===== src/rtl/ram_pkg.sv =====
// ---------------------------------------------------------------------------
// Package: ram_pkg
// Purpose:
//     Shared types and constants for the RAM read-stream engine. Holds the
//     reader state encoding, the output buffer depth and the helper that
//     decides whether another RAM read may be launched without risking an
//     output buffer overflow.
// Contents:
//     rd_state_t      reader FSM state encoding
//     BUF_DEPTH       entries in the output skid buffer
//     OCC_WIDTH       width of the buffer occupancy count
//     slot_available  issue-permission helper
// ---------------------------------------------------------------------------
package ram_pkg;

    typedef enum logic [1:0] {
        RD_IDLE,
        RD_READ,
        RD_DRAIN,
        RD_DONE
    } rd_state_t;

    localparam int BUF_DEPTH = 2;
    localparam int OCC_WIDTH = $clog2(BUF_DEPTH + 1);

    // A new read may launch only if every word already committed (sitting in
    // the buffer or still coming out of the RAM), less the word leaving this
    // cycle, leaves room for one more. A pop is only possible when the buffer
    // holds a word, so the subtraction never underflows.
    function automatic logic slot_available(
        input logic [OCC_WIDTH-1:0] occupancy,
        input logic                 inflight,
        input logic                 pop
    );
        logic [OCC_WIDTH:0] w_committed;
        w_committed = {1'b0, occupancy}
                    + {{OCC_WIDTH{1'b0}}, inflight}
                    - {{OCC_WIDTH{1'b0}}, pop};
        return (w_committed < (OCC_WIDTH + 1)'(BUF_DEPTH));
    endfunction

endpackage


===== src/rtl/stream_skid_buf.sv =====
// ---------------------------------------------------------------------------
// Module: stream_skid_buf
// Purpose:
//     Two-entry FIFO holding {last, data} words returned by the RAM. It soaks
//     up the one-cycle read latency so that the reader can keep issuing reads
//     while the downstream consumer applies backpressure. The head entry is
//     presented directly, so data and last hold steady while stalled.
// Ports:
//     clk          in   clock, all state on rising edge
//     rst_n        in   asynchronous active-low reset
//     i_push       in   write a word this cycle
//     i_push_data  in   word to write
//     i_push_last  in   word is the final beat of its burst
//     o_valid      out  buffer non-empty
//     i_ready      in   consumer accepts the head word
//     o_data       out  head word
//     o_last       out  head word is the final beat
//     o_occupancy  out  number of stored words (0..2)
// ---------------------------------------------------------------------------
module stream_skid_buf
    import ram_pkg::*;
#(
    parameter int DATA_WIDTH = 8
) (
    input  logic                  clk,
    input  logic                  rst_n,
    input  logic                  i_push,
    input  logic [DATA_WIDTH-1:0] i_push_data,
    input  logic                  i_push_last,
    output logic                  o_valid,
    input  logic                  i_ready,
    output logic [DATA_WIDTH-1:0] o_data,
    output logic                  o_last,
    output logic [OCC_WIDTH-1:0]  o_occupancy
);

    logic [DATA_WIDTH-1:0] r_data [0:BUF_DEPTH-1];
    logic                  r_last [0:BUF_DEPTH-1];
    logic                  r_rdPtr;
    logic                  r_wrPtr;
    logic [OCC_WIDTH-1:0]  r_count;
    logic                  w_pop;

    assign o_valid     = (r_count != '0);
    assign w_pop       = o_valid & i_ready;
    assign o_data      = r_data[r_rdPtr];
    assign o_last      = r_last[r_rdPtr];
    assign o_occupancy = r_count;

    // Storage and pointers. Entries are cleared on reset so the head word
    // reads as zero while the buffer is empty after reset.
    always_ff @(posedge clk or negedge rst_n) begin
        if (!rst_n) begin
            for (int i = 0; i < BUF_DEPTH; i++) begin
                r_data[i] <= '0;
                r_last[i] <= 1'b0;
            end
            r_rdPtr <= 1'b0;
            r_wrPtr <= 1'b0;
        end else begin
            if (i_push) begin
                r_data[r_wrPtr] <= i_push_data;
                r_last[r_wrPtr] <= i_push_last;
                r_wrPtr         <= ~r_wrPtr;
            end
            if (w_pop) begin
                r_rdPtr <= ~r_rdPtr;
            end
        end
    end

    // Occupancy count; a simultaneous push and pop leaves it unchanged.
    always_ff @(posedge clk or negedge rst_n) begin
        if (!rst_n) begin
            r_count <= '0;
        end else begin
            case ({i_push, w_pop})
                2'b10:   r_count <= r_count + OCC_WIDTH'(1);
                2'b01:   r_count <= r_count - OCC_WIDTH'(1);
                default: r_count <= r_count;
            endcase
        end
    end

endmodule


===== src/rtl/ram_stream_reader.sv =====
// ---------------------------------------------------------------------------
// Module: ram_stream_reader
// Purpose:
//     Read-side engine for a simple dual-port RAM with a one-cycle registered
//     read. A burst request (base address, length) walks the RAM read port
//     and delivers the words as a valid/ready stream whose final beat carries
//     a last marker. Reads are throttled so the two-entry output buffer can
//     never overflow, which makes full backpressure lossless.
// Ports:
//     clk         in   clock, all state on rising edge
//     rst_n       in   asynchronous active-low reset
//     start       in   burst request, sampled only while idle
//     base_addr   in   first RAM address of the burst
//     length      in   word count, 0..2**ADDR_WIDTH
//     busy        out  burst in progress (READ, DRAIN, DONE)
//     done        out  one-cycle pulse while the burst completes
//     mem_addr_r  out  RAM read address
//     mem_dout    in   RAM read data, valid one cycle after the address
//     m_valid     out  stream valid
//     m_ready     in   stream ready
//     m_data      out  stream word
//     m_last      out  final beat of the burst
// ---------------------------------------------------------------------------
module ram_stream_reader
    import ram_pkg::*;
#(
    parameter int ADDR_WIDTH = 10,
    parameter int DATA_WIDTH = 8
) (
    input  logic                  clk,
    input  logic                  rst_n,
    input  logic                  start,
    input  logic [ADDR_WIDTH-1:0] base_addr,
    input  logic [ADDR_WIDTH:0]   length,
    output logic                  busy,
    output logic                  done,
    output logic [ADDR_WIDTH-1:0] mem_addr_r,
    input  logic [DATA_WIDTH-1:0] mem_dout,
    output logic                  m_valid,
    input  logic                  m_ready,
    output logic [DATA_WIDTH-1:0] m_data,
    output logic                  m_last
);

    localparam logic [ADDR_WIDTH-1:0] ADDR_ONE = ADDR_WIDTH'(1);
    localparam logic [ADDR_WIDTH:0]   REM_ONE  = (ADDR_WIDTH + 1)'(1);
    localparam logic [ADDR_WIDTH:0]   REM_ZERO = '0;

    rd_state_t             r_state;
    rd_state_t             w_nextState;
    logic [ADDR_WIDTH-1:0] r_addr;
    logic [ADDR_WIDTH:0]   r_remaining;
    logic                  r_inflight;
    logic                  r_inflightLast;

    logic                  w_busy;
    logic                  w_done;
    logic                  w_accept;
    logic                  w_issue;
    logic                  w_issueLast;
    logic                  w_pop;
    logic                  w_valid;
    logic                  w_bufLast;
    logic [DATA_WIDTH-1:0] w_bufData;
    logic [OCC_WIDTH-1:0]  w_occupancy;

    assign w_accept    = (r_state == RD_IDLE) && start && (length != REM_ZERO);
    assign w_pop       = w_valid & m_ready;

    // A read launches only while words remain and the buffer, counting the
    // word still on its way out of the RAM, has room for it.
    assign w_issue     = (r_state == RD_READ)
                      && (r_remaining != REM_ZERO)
                      && slot_available(w_occupancy, r_inflight, w_pop);
    assign w_issueLast = w_issue && (r_remaining == REM_ONE);

    // State register.
    always_ff @(posedge clk or negedge rst_n) begin
        if (!rst_n) begin
            r_state <= RD_IDLE;
        end else begin
            r_state <= w_nextState;
        end
    end

    // Next-state and status decode. A zero-length request goes straight to
    // DONE so it still produces a completion pulse but no beats.
    always_comb begin
        w_nextState = r_state;
        w_busy      = 1'b1;
        w_done      = 1'b0;
        case (r_state)
            RD_IDLE: begin
                w_busy = 1'b0;
                if (start) begin
                    w_nextState = (length != REM_ZERO) ? RD_READ : RD_DONE;
                end
            end
            RD_READ: begin
                if (w_issueLast) begin
                    w_nextState = RD_DRAIN;
                end
            end
            RD_DRAIN: begin
                if (w_pop && w_bufLast) begin
                    w_nextState = RD_DONE;
                end
            end
            RD_DONE: begin
                w_done      = 1'b1;
                w_nextState = RD_IDLE;
            end
            default: begin
                w_nextState = RD_IDLE;
            end
        endcase
    end

    // Address and remaining-count registers. The address wraps naturally at
    // the top of the RAM, so a burst may straddle the end of memory.
    always_ff @(posedge clk or negedge rst_n) begin
        if (!rst_n) begin
            r_addr      <= '0;
            r_remaining <= '0;
        end else if (w_accept) begin
            r_addr      <= base_addr;
            r_remaining <= length;
        end else if (w_issue) begin
            r_addr      <= r_addr + ADDR_ONE;
            r_remaining <= r_remaining - REM_ONE;
        end
    end

    // In-flight tracking: the RAM returns the word one edge after the issue,
    // so this flag (and the last tag that travels with it) marks exactly the
    // cycles in which mem_dout must be captured.
    always_ff @(posedge clk or negedge rst_n) begin
        if (!rst_n) begin
            r_inflight     <= 1'b0;
            r_inflightLast <= 1'b0;
        end else begin
            r_inflight     <= w_issue;
            r_inflightLast <= w_issueLast;
        end
    end

    stream_skid_buf #(
        .DATA_WIDTH (DATA_WIDTH)
    ) u_buf (
        .clk         (clk),
        .rst_n       (rst_n),
        .i_push      (r_inflight),
        .i_push_data (mem_dout),
        .i_push_last (r_inflightLast),
        .o_valid     (w_valid),
        .i_ready     (m_ready),
        .o_data      (w_bufData),
        .o_last      (w_bufLast),
        .o_occupancy (w_occupancy)
    );

    assign busy       = w_busy;
    assign done       = w_done;
    assign mem_addr_r = r_addr;
    assign m_valid    = w_valid;
    assign m_data     = w_bufData;
    assign m_last     = w_bufLast;

endmodule


===== config.mk =====
export PLATFORM = sky130hd
export DESIGN_NAME = ram_stream_reader
export DESIGN_NICKNAME = d
export VERILOG_FILES = /design/src/rtl/ram_pkg.sv /design/src/rtl/stream_skid_buf.sv /design/src/rtl/ram_stream_reader.sv
export SDC_FILE = /design/constraint.sdc
export NUM_CORES = 1
export LEC_CHECK = 0
export CAP_MARGIN = 30
export CORE_MARGIN = 1.5
export CORE_UTILIZATION = 53
export CTS_CLUSTER_SIZE = 30
export DETAILED_ROUTE_END_ITERATION = 10
export GPL_TIMING_DRIVEN = 0
export HOLD_SLACK_MARGIN = 0.05
export PLACE_DENSITY_LB_ADDON = 0.1
export SLEW_MARGIN = 20
export SYNTH_ARGS = -nofsm -noshare
export SYNTH_HDL_FRONTEND = slang
export SYNTH_SLANG_ARGS = --single-unit

===== constraint.sdc =====
create_clock -name clk -period 5.76 [get_ports clk]
set_input_delay 1.44 -clock clk [delete_from_list [all_inputs] [get_ports clk]]
set_output_delay 1.44 -clock clk [all_outputs]
set_load 0.1 [all_outputs]

==> impl_metrics.csv <==
group,metric,value,unit
grt,grt_pass1_wl,9.094,mm
floorplanning,core-area,0.004474,mm^2
logic_synthesis,syn_area,0.002534,mm^2
logic_synthesis,synth_xor_area_frac,0.07259,
flow_run,maxCapViolations,0,
pwr,powerDensity,201.5,mW/mm^2
timing,final_max_slew_viol_count,0,
critical_path,worstPathRequired,6000,ps
floorplanning,fp.dieW,72.14,um
cells_and_area,layout_commonest_cell,"clkdlybuf4s50_1",
critical_path,cp_max_fo,10,
floorplanning,die_area,0.005204,mm^2
drt,viasPerCell,5.621,
outcome,status,"finished, final reports clean",
clock_tree,tritoncts,"built",
drt,ant_nets,0,
pwr,peakVddDrop,0.0001355,V
floorplanning,initial_core_util,0.5663,
clock_tree,ctsHoldBuffers,0,
logic_synthesis,synth_cells,239,
placement,gp_congestion,0.7903,
pwr,p_leak,1.483,nW
clock_tree,clock_latency,310,ps
grt,grt_usage,0.2275,
cells_and_area,drive_gt1_frac,0.1490,
logic_synthesis,ys_warn_count,0,
hold_path,hp-class,"reg -> reg",
clock_tree,clk_path_buf_depth,2,
logic_synthesis,synth_top_family_by_area,"simple AND/OR/NAND/NOR gates",
cells_and_area,multi_input_area,0.001284,mm^2
logic_synthesis,synth_nets,282,
floorplanning,rows,24,
grt,antenna_found_initial,0,
timing,rsz0062_at_grt,"false",
drt,drt-initial-drc-count,93,
logic_synthesis,synth_compound_area_frac,0.06864,
logic_synthesis,synthSimpleGateAreaFrac,0.1807,
critical_path,r2r_start,"u_buf.o_occupancy[1]",
placement,post-dp-hpwl,4.083,mm
grt,grt_pass1_vias,2012,
cells_and_area,n_fill_cell,332,
timing,finalHoldViolCount,0,
logic_synthesis,synth_mux_area_frac,0.1323,
logic_synthesis,netlist.area_leader.share,0.4642,
drt,wire_per_inst,15.15,um
logic_synthesis,netlist-cell-type-count,37,
timing,tns,0,ps
timing,fin_skew,8.388,ps
cells_and_area,seqCellArea,0.001176,mm^2
critical_path,endpoint_kind,"register",
timing,fin_crit,3997,ps
cells_and_area,area_growth,30.02,%
cells_and_area,diodes,0,
logic_synthesis,syn_avg_cell_area,10.60,um^2
clock_tree,cts-root-buf,"clkbuf_8",
critical_path,cp-start-kind,"input pin",
timing,fmaxAchievable,0.2502,GHz
cells_and_area,finalNetCount,344,
cells_and_area,final_cell_mix,"53 x clkdlybuf4s50_1, 47 x dfrtp_1, 27 x mux2_2, 26 x nand2_1, 19 x o21ai_1",
critical_path,cp.arrival,4230,ps
clock_tree,cts_resized,0,
floorplanning,die_y,72.14,um
grt,grt_remaining_overflow,0,
drt,routed_wl,5.363,mm
hold_path,worstHoldStart,"u_buf.r_wrPtr",
logic_synthesis,ys_ff_latch,47,
placement,placement.io_buffers,54,
drt,drcViolationCount,0,
clock_tree,clk_pin_slew,100,ps
logic_synthesis,seq_area_frac_synth,0.4642,
timing,period_share,0.6939,
critical_path,crit_type,"in -> reg",
pwr,power,0.6639,mW
logic_synthesis,synth-adder-area-share,0.05235,
critical_path,timing.critical_path.from,"m_ready",
clock_tree,cts.sinks,47,
drt,vias,1990,
grt,grt_max_degree,29,
timing,finalSetupViolations,0,
clock_tree,htreeDepth,2,
drt,drtPass1Iterations,4,
critical_path,r2r_slack,2950,ps
logic_synthesis,synth_area_leaders,"dfrtp_1 46%, mux2_2 12%, xor2_1 5.5%, ha_1 4.4%, nand2_1 3.9%",
timing,relSlewSlack,0.3485,
floorplanning,ios,55,
clock_tree,postCtsSetupRepairBufs,0,
logic_synthesis,synth_top_cell_by_area,"dfrtp_1",
timing,tightest_slew,974.2,ps
clock_tree,cts-buffers-inserted,5,
-- Yosys cell counts, drive strengths merged --
library cell,n
a21oi,7
and3,5
nor2b,1
inv,10
nand4b,3
nand2b,3
or4,1
a41o,1
fa,1
a31oi,1
nor4,7
o32a,1
buf,2
nor3,5
dfrtp,47
nor2,6
ha,9
or2,1
nand2,26
mux2,28
mux2i,2
o31a,1
o22a,1
and4,1
xnor2,5
o21ai,19
clkbuf,7
and2,2
nand3,13
xor2,16
nor3b,1
nand4,6
-- worst max-delay path, cell delays in order --
cell	delay [ps]
clkdlybuf4s50_1	540
nand2_1	70
nor2_1	180
a21oi_1	90
nand2b_1	160
fa_1	500
nand2_1	120
nor2_1	190
clkbuf_1	400
nand4_1	200
xor2_1	180
a21oi_1	130
-- routing by layer --
metal | GRT usage | up-vias | share of wire
met5 | 0 | - | 0
met4 | 0.07128 | 0 | 0.011
met3 | 0.05556 | 5 | 0.045
met2 | 0.3755 | 52 | 0.50
met1 | 0.2980 | 969 | 0.45
li1 | - | 964 | -
-- power by group --
group          total, mW  internal [mW]  switching, mW
registers          0.334          0.332        0.00135
clock network      0.294          0.176          0.118
logic             0.0359         0.0228         0.0131
-- cells by family (layout without fill, tap and decap cells) --
kind of cell / count (synthesis) / in the layout
buf+inv: 19 / 82
compound gates: 31 / 31
mux: 30 / 30
xor+xnor: 21 / 21
fa+ha+maj: 10 / 10
flops: 47 / 47
simple gates: 81 / 81
-- per-stage QoR --
step | cell area (um^2) | hold slack [ps] | setup WS [ps] | cells | util
5_1_grt | 3294 | 511.4 | 1501 | 354 | 0.7363
2_1_floorplan | 2534 | 461.0 | 2323 | 239 | -
3_5_place_dp | 3154 | 488.8 | 1463 | 346 | 0.7050
6_report | 3294 | 496.6 | 1763 | 354 | 0.7363
3_3_place_gp | 3139 | 477.6 | 1520 | 345 | 0.7016
4_1_cts | 3294 | 505.7 | 1782 | 354 | 0.7363
-- registers in the layout, summed over array words and instances (netlist names) --
name               count
r_remaining           11
r_inflight             1
u_buf.r_data          16
u_buf.r_wrPtr          1
r_state                2
u_buf.r_rdPtr          1
r_inflightLast         1
u_buf.r_last           2
mem_addr_r            10
u_buf.o_occupancy      2
-- worst paths after layout --
check,to,cells past startpoint
max,r_remaining[8],12
max in group asynchronous,r_remaining[6],2
max reg2reg,r_remaining[8],11
min in group asynchronous,u_buf.r_data[4],1
min,u_buf.r_wrPtr,1
min reg2reg,u_buf.r_wrPtr,1
-- cell type report --
cell class,instances,share of cell area
multi-input cells,173,0.3897
flip-flops and latches,47,0.3570
repair buffers,55,0.1686
clock inverters,3,0.02165
clock buffers,5,0.02089
well taps,52,0.01975
inverters,10,0.01139
plain buffers,9,0.01101
Power figures use the tool's default switching activity.
